## config.mk

```make
export PLATFORM = sky130hd
export DESIGN_NAME = pipeline_stall_ctrl
export DESIGN_NICKNAME = d
export VERILOG_FILES = /design/src/rtl/pipeline_stall_ctrl.sv
export SDC_FILE = /design/constraint.sdc
export NUM_CORES = 1
export LEC_CHECK = 0
export BUFFER_PORTS_ARGS = -buffer_cell sky130_fd_sc_hd__buf_2
export CAP_MARGIN = 20
export CORE_UTILIZATION = 60
export CTS_BUF_LIST = sky130_fd_sc_hd__clkbuf_16
export DETAILED_ROUTE_END_ITERATION = 10
export PLACE_DENSITY = 0.85
export SYNTH_ARGS = -nofsm -noshare
export SYNTH_HDL_FRONTEND = slang
export SYNTH_SLANG_ARGS = --single-unit
```

## constraint.sdc

```tcl
create_clock -name clk -period 3.37 [get_ports clk]
set_input_delay 1.011 -clock clk [delete_from_list [all_inputs] [get_ports clk]]
set_output_delay 1.011 -clock clk [all_outputs]
set_load 0.02 [all_outputs]
```

## src/rtl/pipeline_stall_ctrl.sv

```systemverilog
// Pipeline stall/flush controller for the 5-stage core.
// Arbitrates memory wait > branch flush > hazard stall, runs the
// memory-wait watchdog and keeps saturating performance counters.
module pipeline_stall_ctrl #(
  parameter int unsigned MAX_WAIT = 64,
  parameter int unsigned CNT_W    = 16
) (
  input  logic             clk,
  input  logic             rst,
  input  logic             hazard_detected,
  input  logic             branch_taken,
  input  logic             mem_access,
  input  logic             mem_ready,
  output logic             freeze_pc,
  output logic             flush_if_id,
  output logic             bubble_id_ex,
  output logic             freeze_all,
  output logic             mem_timeout,
  output logic [CNT_W-1:0] stall_cnt,
  output logic [CNT_W-1:0] flush_cnt,
  output logic [CNT_W-1:0] wait_cnt_total
);

  localparam int unsigned W_W = $clog2(MAX_WAIT + 1);
  localparam logic [W_W-1:0] W_LAST = W_W'(MAX_WAIT - 1);

  typedef enum logic [1:0] {
    S_RUN,
    S_MEM_WAIT,
    S_TIMEOUT
  } state_t;

  state_t           r_state;
  logic [W_W-1:0]   r_w;
  logic [CNT_W-1:0] r_stall_cnt;
  logic [CNT_W-1:0] r_flush_cnt;
  logic [CNT_W-1:0] r_wait_cnt;

  logic w_mem_stall;
  logic w_timeout_st;
  logic w_run_like;
  logic w_branch;
  logic w_hazard;
  logic w_freeze_all;

  // Per-cycle arbitration of the stall sources; outputs follow inputs
  // in the same cycle.
  always_comb begin
    w_mem_stall  = 1'b0;
    w_timeout_st = 1'b0;
    unique case (r_state)
      S_RUN:      w_mem_stall  = mem_access && !mem_ready;
      S_MEM_WAIT: w_mem_stall  = !mem_ready;
      S_TIMEOUT:  w_timeout_st = 1'b1;
      default:    w_mem_stall  = 1'b0;
    endcase
    // A completing wait cycle behaves like a RUN cycle with no memory stall.
    w_run_like   = !w_mem_stall && !w_timeout_st;
    w_branch     = w_run_like && branch_taken;
    w_hazard     = w_run_like && !branch_taken && hazard_detected;
    w_freeze_all = w_mem_stall || w_timeout_st;
  end

  assign freeze_all     = w_freeze_all;
  assign freeze_pc      = w_freeze_all || w_hazard;
  assign flush_if_id    = w_branch;
  assign bubble_id_ex   = w_branch || w_hazard;
  assign mem_timeout    = w_timeout_st;
  assign stall_cnt      = r_stall_cnt;
  assign flush_cnt      = r_flush_cnt;
  assign wait_cnt_total = r_wait_cnt;

  // Memory-wait state machine with watchdog counter.
  always_ff @(posedge clk) begin
    if (rst) begin
      r_state <= S_RUN;
      r_w     <= '0;
    end else begin
      unique case (r_state)
        S_RUN: begin
          if (w_mem_stall) begin
            r_state <= S_MEM_WAIT;
            r_w     <= W_W'(1);
          end
        end
        S_MEM_WAIT: begin
          if (mem_ready) begin
            r_state <= S_RUN;
            r_w     <= '0;
          end else begin
            r_w <= r_w + W_W'(1);
            if (r_w == W_LAST) begin
              r_state <= S_TIMEOUT;
            end
          end
        end
        S_TIMEOUT: r_state <= S_TIMEOUT;
        default: begin
          r_state <= S_RUN;
          r_w     <= '0;
        end
      endcase
    end
  end

  // Saturating performance counters, updated on the edge after the event.
  always_ff @(posedge clk) begin
    if (rst) begin
      r_stall_cnt <= '0;
      r_flush_cnt <= '0;
      r_wait_cnt  <= '0;
    end else begin
      if (w_hazard && (r_stall_cnt != '1)) begin
        r_stall_cnt <= r_stall_cnt + CNT_W'(1);
      end
      if (w_branch && (r_flush_cnt != '1)) begin
        r_flush_cnt <= r_flush_cnt + CNT_W'(1);
      end
      if (w_freeze_all && (r_wait_cnt != '1)) begin
        r_wait_cnt <= r_wait_cnt + CNT_W'(1);
      end
    end
  end

endmodule
```

==> qor.csv, run 1 <==
stage,metric,value,unit
run_status,status,finished clean,
critical_path,Worst path depth,6,
critical_path,Critical Path AT,2170,ps
yosys,YS warnings,0,
yosys,Syn Nets,385,
finish,"Net count, final",437,
yosys,commonest register cell after synthesis,dfxtp_1,
run,Max-Cap Viols,0,
critical_path,CP Cell Sequence,buf_2 > nor2_2 > o21a_1 > inv_1 > nor2_1 > buf_2,
critical_path,crit path capture,bubble_id_ex,
pwr,"IR drop worst, VDD",0.2800,mV
clock_tree,cts repair resizes,0,
drt,WL final,7055,um
critical_path,worst r2r src,stall_cnt[0]$_SDFFE_PP0P_,
yosys,Post-synth top cells,"57 x dfxtp_1, 42 x nor2_1, 30 x nor2b_1",
sta,max_slew headroom,41.50,%
drt,Avg WL per Cell,14.08,um
sta,Slew @ Worst Pin,869.5,ps
clock_tree,CTS HTree Levels,3,
sta,FMAX,314.7,MHz
critical_path,WS Path Type,primary input to output pin,
grt,initial antenna violation count,0,
grt,GR Overflow Total,0,
yosys,synth unique cells,52,
finish,share of cells above drive strength 1,26.22,%
pwr,Leak,1.534,nW
drt,via-per-instance ratio,6.156,
yosys,top post-synthesis cells by area,"dfxtp_1 35%, mux2_2 9.7%, nor2b_1 5.8%",
drt,drt pass-1 iters,4,
grt,M3 GR Usage,4.101,%
pwr,Pwr Total,1.638,mW
yosys,synthesized area,3236,um2
sta,final hold vios,0,
clock_tree,CTS max path bufs,2,
finish,area grow syn2layout,18.17,%
floorplanning,area of the core,5140,um2
placed_design,RD Place Congestion,0.8491,
grt,gr busiest metal,met2,
clock_tree,CTS tree,done,
grt,largest net degree at the start of global routing,86,
sta,pins over their slew limit,0,
finish,Post-Layout Cell Count,501,
yosys,Post-synth EDFFs,0,
floorplanning,FP Rows,26,
placed_design,dpl cells,486,
yosys,Synth area leader,dfxtp_1,
sta,Tcrit/Tclk final,94.30,%
critical_path,crit path max fanout,12,
grt,via count of the first global-routing pass,2575,
floorplanning,Initial Util,62.95,%
min_path,Hold Path Class,flip-flop to flip-flop,
sta,clock skew,5.428,ps
yosys,sequential share of the synthesized area,35.27,%
yosys,Synth Register Bits,57,
clock_tree,Inserted Clock Buffers,9,
critical_path,CP Buf/Inv Count,3,
placed_design,# port buffers,58,
clock_tree,# clock sinks,57,
grt,global-route track usage on met1,32.59,%
critical_path,critical path required time,2360,ps
drt,post-route ant nets,0,
sta,setup ws final,192.2,ps
grt,global routing usage on met2,40.38,%
critical_path,critical path's top delay family,buffers and inverters,
grt,global-route usage over all layers,25.31,%
floorplanning,I/O pins,59,
sta,unrepaired setup endpoints after global routing,no,
critical_path,CP max stage cell,o21a_1,
clock_tree,Post-CTS Setup Bufs,0,
critical_path,worst reg-to-reg setup slack,1200,ps
critical_path,R2R depth,5,
placed_design,Post-Place Worst Slack,204.6,ps
critical_path,crit start category,primary input,
drt,starting DRC count in detailed routing,224,
yosys,"FFs w/ async S/R, synth",0,%
floorplanning,Die Span Y,75.44,um
clock_tree,root buffer selected by CTS,clkbuf_16,
finish,Finished Core Util,74.39,%
placed_design,Post-DP HPWL,4756,um
clock_tree,"Reg clk slew, reported paths",50,ps
pwr,PwrDens,428.4,nW/um2
drt,# DRC,0,
critical_path,crit-path max cell delay,410,ps
yosys,most frequent cell after synthesis,dfxtp_1,
yosys,Cells after Synth,375,
critical_path,Crit. Startpoint,mem_access,
sta,Tmin final,3178,ps
finish,diodes inserted,0,
sta,Final Setup Violations,0,
sta,final setup TNS,0,ps
critical_path,worst reg2reg endpoint,stall_cnt[9]$_SDFFE_PP0P_,
drt,via count,3084,
floorplanning,die footprint,5690,um2
clock_tree,CTS Hold Bufs,0,
yosys,syn avg cell area,8.628,um2
critical_path,CP most frequent cell,buf_2,
grt,first-pass GRT wire length,11090,um
yosys,Synth top area share,35.27,%
floorplanning,Die W,75.44,um
clock_tree,Skew-Pair Late Insertion Delay,320,ps
critical_path,Critical Path End Type,output pin,
[cells by family (layout without fill, tap and decap cells)]
group | Yosys count | after routing | share of synthesized area (%)
adders and majority gates | 4 | 4 | 1.547
DFF | 57 | 57 | 35.27
AOI/OAI and AO/OA | 63 | 63 | 13.38
and+or+nand+nor | 184 | 184 | 33.22
buffers and inverters | 31 | 87 | 4.524
xor gates and xnor gates | 4 | 4 | 1.083
muxes | 32 | 32 | 10.98
[report_power, final]
| part | total, mW | switching, mW | internal, mW |
|---|---|---|---|
| logic | 0.0957 | 0.0624 | 0.0334 |
| registers | 0.693 | 0.0102 | 0.683 |
| clock network | 0.850 | 0.294 | 0.556 |
| total | 1.64 | 0.367 | 1.27 |
[cell type report]
type | count | area, um2
multi-input combinational | 287 | 1948
fill | 406 | 1316
sequential | 57 | 1141
timing repair buffer | 62 | 332.8
clock buffer | 9 | 225.2
tap | 70 | 87.58
clock inverter | 6 | 51.30
inverter | 10 | 37.54
[cell usage in the layout, fill, tap and decap left out, types with 11 or more instances in the layout]
cell type and n:
buf_2 58, dfxtp_1 57, nor2_1 42, nor2b_1 30, mux2_2 28, a21oi_1 18, nand3_1 17, nand2_1 14
nor4_1 14, inv_1 11
[metal layers]
| metal | up-vias | wire (um) |
|---|---|---|
| li1 | 1497 | - |
| met1 | 1464 | 3276 |
| met2 | 108 | 3262 |
| met3 | 15 | 358 |
| met4 | 0 | 158 |
| met5 | - | 0 |
[registers in the layout, indices dropped and copies added (netlist names)]
| name | cells |
|---|---|
| flush_cnt | 16 |
| stall_cnt | 16 |
| wait_cnt_total | 16 |
| r_w | 7 |
| r_state | 2 |
[tightest hold or removal path, delay by kind of cell (launching register included)]
| family | cells | cell delay, ps |
|---|---|---|
| compound gates | 1 | 50 |
| flops | 1 | 320 |
| buf+inv | 1 | 50 |
[worst min path at each step]
stage / from / end / slack, ps / depth (start not counted)
finish: flush_cnt[9]$_SDFFE_PP0P_ / flush_cnt[9]$_SDFFE_PP0P_ / 480 / 2
global route: flush_cnt[9]$_SDFFE_PP0P_ / flush_cnt[9]$_SDFFE_PP0P_ / 510 / 2
CTS: flush_cnt[9]$_SDFFE_PP0P_ / flush_cnt[9]$_SDFFE_PP0P_ / 490 / 2
detailed placement: flush_cnt[9]$_SDFFE_PP0P_ / flush_cnt[9]$_SDFFE_PP0P_ / 470 / 2
global placement: flush_cnt[9]$_SDFFE_PP0P_ / flush_cnt[9]$_SDFFE_PP0P_ / 470 / 2
floorplan: r_w[1]$_SDFFE_PP0P_ / r_w[1]$_SDFFE_PP0P_ / 460 / 2
[through the flow]
stage | instance area, um2 | hold slack (ps)
CTS | 3824 | 485.0
floorplan | 3236 | 458.1
global route | 3824 | 506.2
finish | 3824 | 481.4
global placement | 3547 | 466.3
detailed placement | 3547 | 474.9
Note: power is estimated with default switching activity, not from simulation.
==> run 2, diff against run 1 <==
CORE_ASPECT_RATIO = 1.2   (was not set)
==> run 2 against run 1 <==
  * Sequential power about the same
  * Die area about the same
  * Worst setup slack better by 76 ps
  * Critical endpoint unchanged
  * Largest cell class unchanged
==> qor.csv, run 2 (synthesized netlist as in run 1, its figures left out) <==
stage,metric,value,unit,change
run_status,status,finished clean,,unchanged
placed_design,# port buffers,58,,unchanged
finish,share of cells above drive strength 1,26.27,%,was 26.22%
critical_path,critical path required time,2360,ps,about the same
placed_design,RD Place Congestion,0.8151,,was 0.8491
floorplanning,FP Rows,28,,was 26
finish,area grow syn2layout,17.94,%,was 18.17%
critical_path,crit start category,primary input,,unchanged
sta,max_slew headroom,49.27,%,was 41.50%
finish,"Net count, final",439,,was 437
pwr,Pwr Total,1.644,mW,was 1.638 mW
pwr,"IR drop worst, VDD",0.3145,mV,was 0.2800 mV
floorplanning,area of the core,5045,um2,was 5140 um2
clock_tree,CTS HTree Levels,3,,unchanged
clock_tree,Post-CTS Setup Bufs,0,,unchanged
placed_design,Post-Place Worst Slack,281.6,ps,was 204.6 ps
critical_path,crit path max fanout,9,,was 12
sta,Tcrit/Tclk final,92.05,%,was 94.30%
floorplanning,Die Span Y,82.45,um,was 75.44 um
drt,Avg WL per Cell,14.97,um,was 14.08 um
clock_tree,CTS Hold Bufs,0,,unchanged
floorplanning,Die W,69.04,um,was 75.44 um
critical_path,Critical Path AT,2090,ps,was 2170 ps
grt,global-route usage over all layers,26.86,%,was 25.31%
grt,first-pass GRT wire length,12500,um,was 11090 um
pwr,PwrDens,430.9,nW/um2,was 428.4 nW/um2
sta,pins over their slew limit,0,,unchanged
drt,DR top layer,met4,,unchanged
drt,post-route ant nets,0,,unchanged
drt,via count,3014,,was 3084
sta,final hold vios,0,,unchanged
clock_tree,CTS tree,done,,unchanged
drt,WL final,7394,um,was 7055 um
drt,metal3 WL,283,um,was 358 um
clock_tree,root buffer selected by CTS,clkbuf_16,,unchanged
clock_tree,# clock sinks,57,,unchanged
drt,starting DRC count in detailed routing,146,,was 224
sta,Slew @ Worst Pin,754.0,ps,was 869.5 ps
floorplanning,die footprint,5692,um2,was 5690 um2
finish,# fillers,383,,was 406
critical_path,Critical Path End Type,output pin,,unchanged
run,Max-Cap Viols,0,,unchanged
clock_tree,"Reg clk slew, reported paths",50,ps,about the same
sta,final setup TNS,0,ps,unchanged
sta,FMAX,322.4,MHz,was 314.7 MHz
finish,multi-input logic area,1948,um2,unchanged
critical_path,WS Path Type,primary input to output pin,,unchanged
drt,drt pass-1 iters,4,,unchanged
grt,via count of the first global-routing pass,2859,,was 2575
finish,Reg area,1141,um2,unchanged
grt,GR Overflow Total,0,,unchanged
floorplanning,I/O pins,59,,unchanged
grt,largest net degree at the start of global routing,33,,was 86
sta,Final Setup Violations,0,,unchanged
sta,clock skew,7.292,ps,was 5.428 ps
placed_design,Post-DP HPWL,5059,um,was 4756 um
drt,Metal-1 WL,3239,um,was 3276 um
pwr,Leak,1.542,nW,was 1.534 nW
drt,via-per-instance ratio,6.101,,was 6.156
clock_tree,Inserted Clock Buffers,9,,unchanged
grt,initial antenna violation count,0,,unchanged
min_path,Hold Path Class,flip-flop to flip-flop,,unchanged
sta,setup ws final,267.9,ps,was 192.2 ps
floorplanning,Initial Util,64.14,%,was 62.95%
drt,# DRC,0,,unchanged
drt,WL met2,3760,um,was 3262 um
clock_tree,Skew-Pair Late Insertion Delay,320,ps,about the same
sta,Tmin final,3102,ps,was 3178 ps
finish,"commonest cells after routing, fill and taps aside","58 x buf_2, 57 x dfxtp_1, 42 x nor2_1, 30 x nor2b_1, 28 x mux2_2",,unchanged
clock_tree,cts repair resizes,0,,unchanged
finish,"most common cell after layout, fill and taps aside",buf_2,,unchanged
finish,diodes inserted,0,,unchanged
sta,unrepaired setup endpoints after global routing,no,,unchanged
clock_tree,CTS max path bufs,2,,unchanged
run 2: cell count changes in the layout (fill, tap and decap cells not counted):
cell / change
buf_12: -1
buf_4: +3
clkinv_1: +1
clkinv_2: -1
inv_1: +1
run 2: final cells by class:
cell class,count,area share [%]
flip-flops and latches,57,29.90
clock buffers,9,5.902
repair buffers,64,8.787
multi-input cells,287,51.05
clock inverters,7,1.410
inverters,10,0.9836
well taps,60,1.967
run 2: final timing paths:
path                                           startpoint                         end  slack (ps)  cells past startpoint
worst min-delay path            flush_cnt[9]$_SDFFE_PP0P_   flush_cnt[9]$_SDFFE_PP0P_         490                      2
worst min register to register  flush_cnt[9]$_SDFFE_PP0P_   flush_cnt[9]$_SDFFE_PP0P_         490                      2
worst max-delay path                           mem_access                bubble_id_ex         270                      6
worst max register to register  flush_cnt[0]$_SDFFE_PP0P_  flush_cnt[12]$_SDFFE_PP0P_        1190                      5
run 2: power by group:
part | switching, mW | internal [mW]
clock | 0.300 | 0.556
sequential | 0.0103 | 0.682
combinational | 0.0625 | 0.0333
total | 0.373 | 1.27
run 2: stage by stage:
stage                     cells  area (um2)  hold slack [ps]  util, %
after global routing        494        3816            511.5    75.64
after floorplan             375        3236            458.1        -
after global placement      478        3537            469.0    70.11
final                       494        3816            491.6    75.64
after detailed placement    478        3537            484.1    70.11
after CTS                   494        3816            492.2    75.64
run 2: critical path, stage by stage:
cell and delay, ps:
buf_2 110, nor2_2 180, o21a_1 350, inv_1 160, nor2_1 120, buf_2 160
run 2: routing by layer:
metal | vias up | global-route usage [%]
li1 | 1508 | -
met1 | 1424 | 31.65
met2 | 72 | 48.35
met3 | 10 | 4.126
met4 | 0 | 12.86
met5 | - | 0
==> run 3, diff against run 2 <==
PLACE_DENSITY = not set   (was 0.85)
PLACE_DENSITY_LB_ADDON = 0.05   (was not set)
==> run 3 against run 2 <==
  * Sequential power about the same
  * Design area increased by 0.23%
  * Die area unchanged
  * Flip-flop and latch count unchanged
  * Maximum frequency increased by 1.0%
  * Global-route usage decreased by 1.7 points
  * Routed wire length decreased by 5.3%
  * Register-to-register slack about the same
  * Final cell count unchanged
  * First-iteration DRC count increased by 6.2%
  * Clock-buffer cell count unchanged
  * Sequential share of layout area decreased by 0.068 points
  * Largest power group unchanged
==> qor.csv, run 3 (synthesized netlist as in run 1, its figures left out) <==
stage,metric,value,unit,change
critical_path,Critical Path AT,2060,ps,was 2090 ps
grt,global-route usage over all layers,25.21,%,was 26.86%
pwr,PwrDens,432.7,nW/um2,was 430.9 nW/um2
floorplanning,area of the core,5045,um2,unchanged
finish,area grow syn2layout,18.21,%,was 17.94%
grt,GR Overflow Total,0,,unchanged
clock_tree,Inserted Clock Buffers,9,,unchanged
floorplanning,Initial Util,64.14,%,unchanged
critical_path,crit-path max cell delay,320,ps,was 350 ps
finish,share of cells above drive strength 1,26.96,%,was 26.27%
floorplanning,Die Span Y,82.45,um,unchanged
clock_tree,root buffer selected by CTS,clkbuf_16,,unchanged
run,Max-Cap Viols,0,,unchanged
critical_path,WS Path Type,primary input to output pin,,unchanged
drt,WL final,7003,um,was 7394 um
clock_tree,Skew-Pair Late Insertion Delay,320,ps,about the same
sta,Final Setup Violations,0,,unchanged
run_status,status,finished clean,,unchanged
critical_path,crit path max fanout,9,,unchanged
clock_tree,# clock sinks,57,,unchanged
min_path,Hold Path Sink,flush_cnt[9]$_SDFFE_PP0P_,,unchanged
finish,"Net count, final",439,,unchanged
sta,unrepaired setup endpoints after global routing,no,,unchanged
critical_path,worst reg2reg endpoint,flush_cnt[14]$_SDFFE_PP0P_,,was flush_cnt[12]$_SDFFE_PP0P_
drt,via count,3005,,was 3014
sta,FMAX,325.7,MHz,was 322.4 MHz
drt,# DRC,0,,unchanged
floorplanning,I/O pins,59,,unchanged
sta,Tcrit/Tclk final,91.11,%,was 92.05%
clock_tree,cts repair resizes,0,,unchanged
sta,Tmin final,3070,ps,was 3102 ps
grt,first-pass GRT wire length,11680,um,was 12500 um
critical_path,worst r2r src,flush_cnt[0]$_SDFFE_PP0P_,,unchanged
clock_tree,CTS max path bufs,2,,unchanged
grt,via count of the first global-routing pass,2644,,was 2859
critical_path,worst reg-to-reg setup slack,1190,ps,about the same
pwr,"IR drop worst, VDD",0.3062,mV,was 0.3145 mV
drt,Avg WL per Cell,14.18,um,was 14.97 um
drt,drt pass-1 iters,4,,unchanged
finish,"commonest cells after routing, fill and taps aside","58 x buf_2, 57 x dfxtp_1, 42 x nor2_1, 30 x nor2b_1, 28 x mux2_2",,unchanged
critical_path,CP most frequent cell,buf_2,,unchanged
pwr,Leak,1.538,nW,was 1.542 nW
sta,pins over their slew limit,0,,unchanged
finish,"most common cell after layout, fill and taps aside",buf_2,,unchanged
sta,Slew @ Worst Pin,768.4,ps,was 754.0 ps
sta,final setup TNS,0,ps,unchanged
floorplanning,FP Rows,28,,unchanged
clock_tree,"Reg clk slew, reported paths",50,ps,about the same
min_path,worst hold path depth,2,,unchanged
grt,largest net degree at the start of global routing,45,,was 33
sta,max_slew headroom,48.77,%,was 49.27%
placed_design,# port buffers,58,,unchanged
min_path,worst hold start,flush_cnt[9]$_SDFFE_PP0P_,,unchanged
placed_design,dpl cell area,3537,um2,unchanged
sta,clock skew,5.191,ps,was 7.292 ps
clock_tree,CTS HTree Levels,3,,unchanged
floorplanning,die footprint,5692,um2,unchanged
grt,initial antenna violation count,0,,unchanged
critical_path,Critical Path End Type,output pin,,unchanged
critical_path,critical path required time,2360,ps,about the same
drt,starting DRC count in detailed routing,155,,was 146
placed_design,Post-DP HPWL,4900,um,was 5059 um
critical_path,R2R depth,5,,unchanged
floorplanning,Die W,69.04,um,unchanged
finish,diodes inserted,0,,unchanged
finish,final instance area,3825,um2,was 3816 um2
placed_design,RD Place Congestion,0.8005,,was 0.8151
drt,via-per-instance ratio,6.083,,was 6.101
clock_tree,CTS Hold Bufs,0,,unchanged
critical_path,CP max stage cell,o21a_1,,unchanged
critical_path,CP Cell Sequence,buf_2 > nor2_2 > o21a_1 > inv_1 > nor2_1 > buf_2,,unchanged
clock_tree,Post-CTS Setup Bufs,0,,unchanged
critical_path,crit start category,primary input,,unchanged
clock_tree,CTS tree,done,,unchanged
min_path,Hold Path Class,flip-flop to flip-flop,,unchanged
drt,post-route ant nets,0,,unchanged
sta,final hold vios,0,,unchanged
[run 3: changes by cell type in the layout (fill, tap and decap cells not counted), sizes merged]
cell	before	now
clkinv	4	3
inv	12	11
clkinvlp	0	2
[run 3: metrics by stage]
step | instances | setup slack, ps | hold WS, ps | power [mW] | utilization, %
after CTS | 494 | 301.4 | 480.6 | 1.670 | 75.82
after detailed placement | 478 | 301.1 | 472.6 | 0.8010 | 70.11
after global routing | 494 | 152.0 | 516.1 | 1.705 | 75.82
after floorplan | 375 | 337.1 | 458.1 | 0.7727 | -
after global placement | 478 | 317.0 | 461.5 | 0.7980 | 70.11
final | 494 | 299.6 | 483.2 | 1.655 | 75.82
[run 3: how the worst max path moves through the flow]
stage               startpoint           end  slack [ps]  depth (start not counted)
detailed placement  mem_access  bubble_id_ex         300                          6
floorplan           mem_access  bubble_id_ex         340                          5
finish              mem_access  bubble_id_ex         300                          6
global route        mem_access  bubble_id_ex         150                          6
CTS                 mem_access  bubble_id_ex         300                          6
global placement    mem_access  bubble_id_ex         320                          6
[run 3: power breakdown]
part	leakage [nW]	switching [mW]	internal, mW	total, mW
registers	0.460	0.0102	0.682	0.692
clock network	0.140	0.305	0.563	0.868
logic	0.937	0.0617	0.0334	0.0951
[run 3: area by class of cell]
type,instances,area [um2]
sequential,57,1141
fill,388,1220
tap,60,75.07
clock buffer,9,225.2
timing repair buffer,64,335.3
inverter,10,37.54
clock inverter,7,62.56
multi-input combinational,287,1948
[run 3: per-layer routing]
layer	wire [um]	part of all wire (%)	GRT usage (%)	vias to the layer above
met2	3476	50	43.88	83
met5	0	0	0	-
met3	287	4.1	4.005	10
met4	114	1.6	13.06	0
met1	3124	45	30.42	1410
li1	-	-	-	1502
[run 3: worst max-delay path: cells and delay by family]
kind / cells / cell delay [ps]
compound gates: 1 / 320
buf+inv: 3 / 430
simple gates: 2 / 290
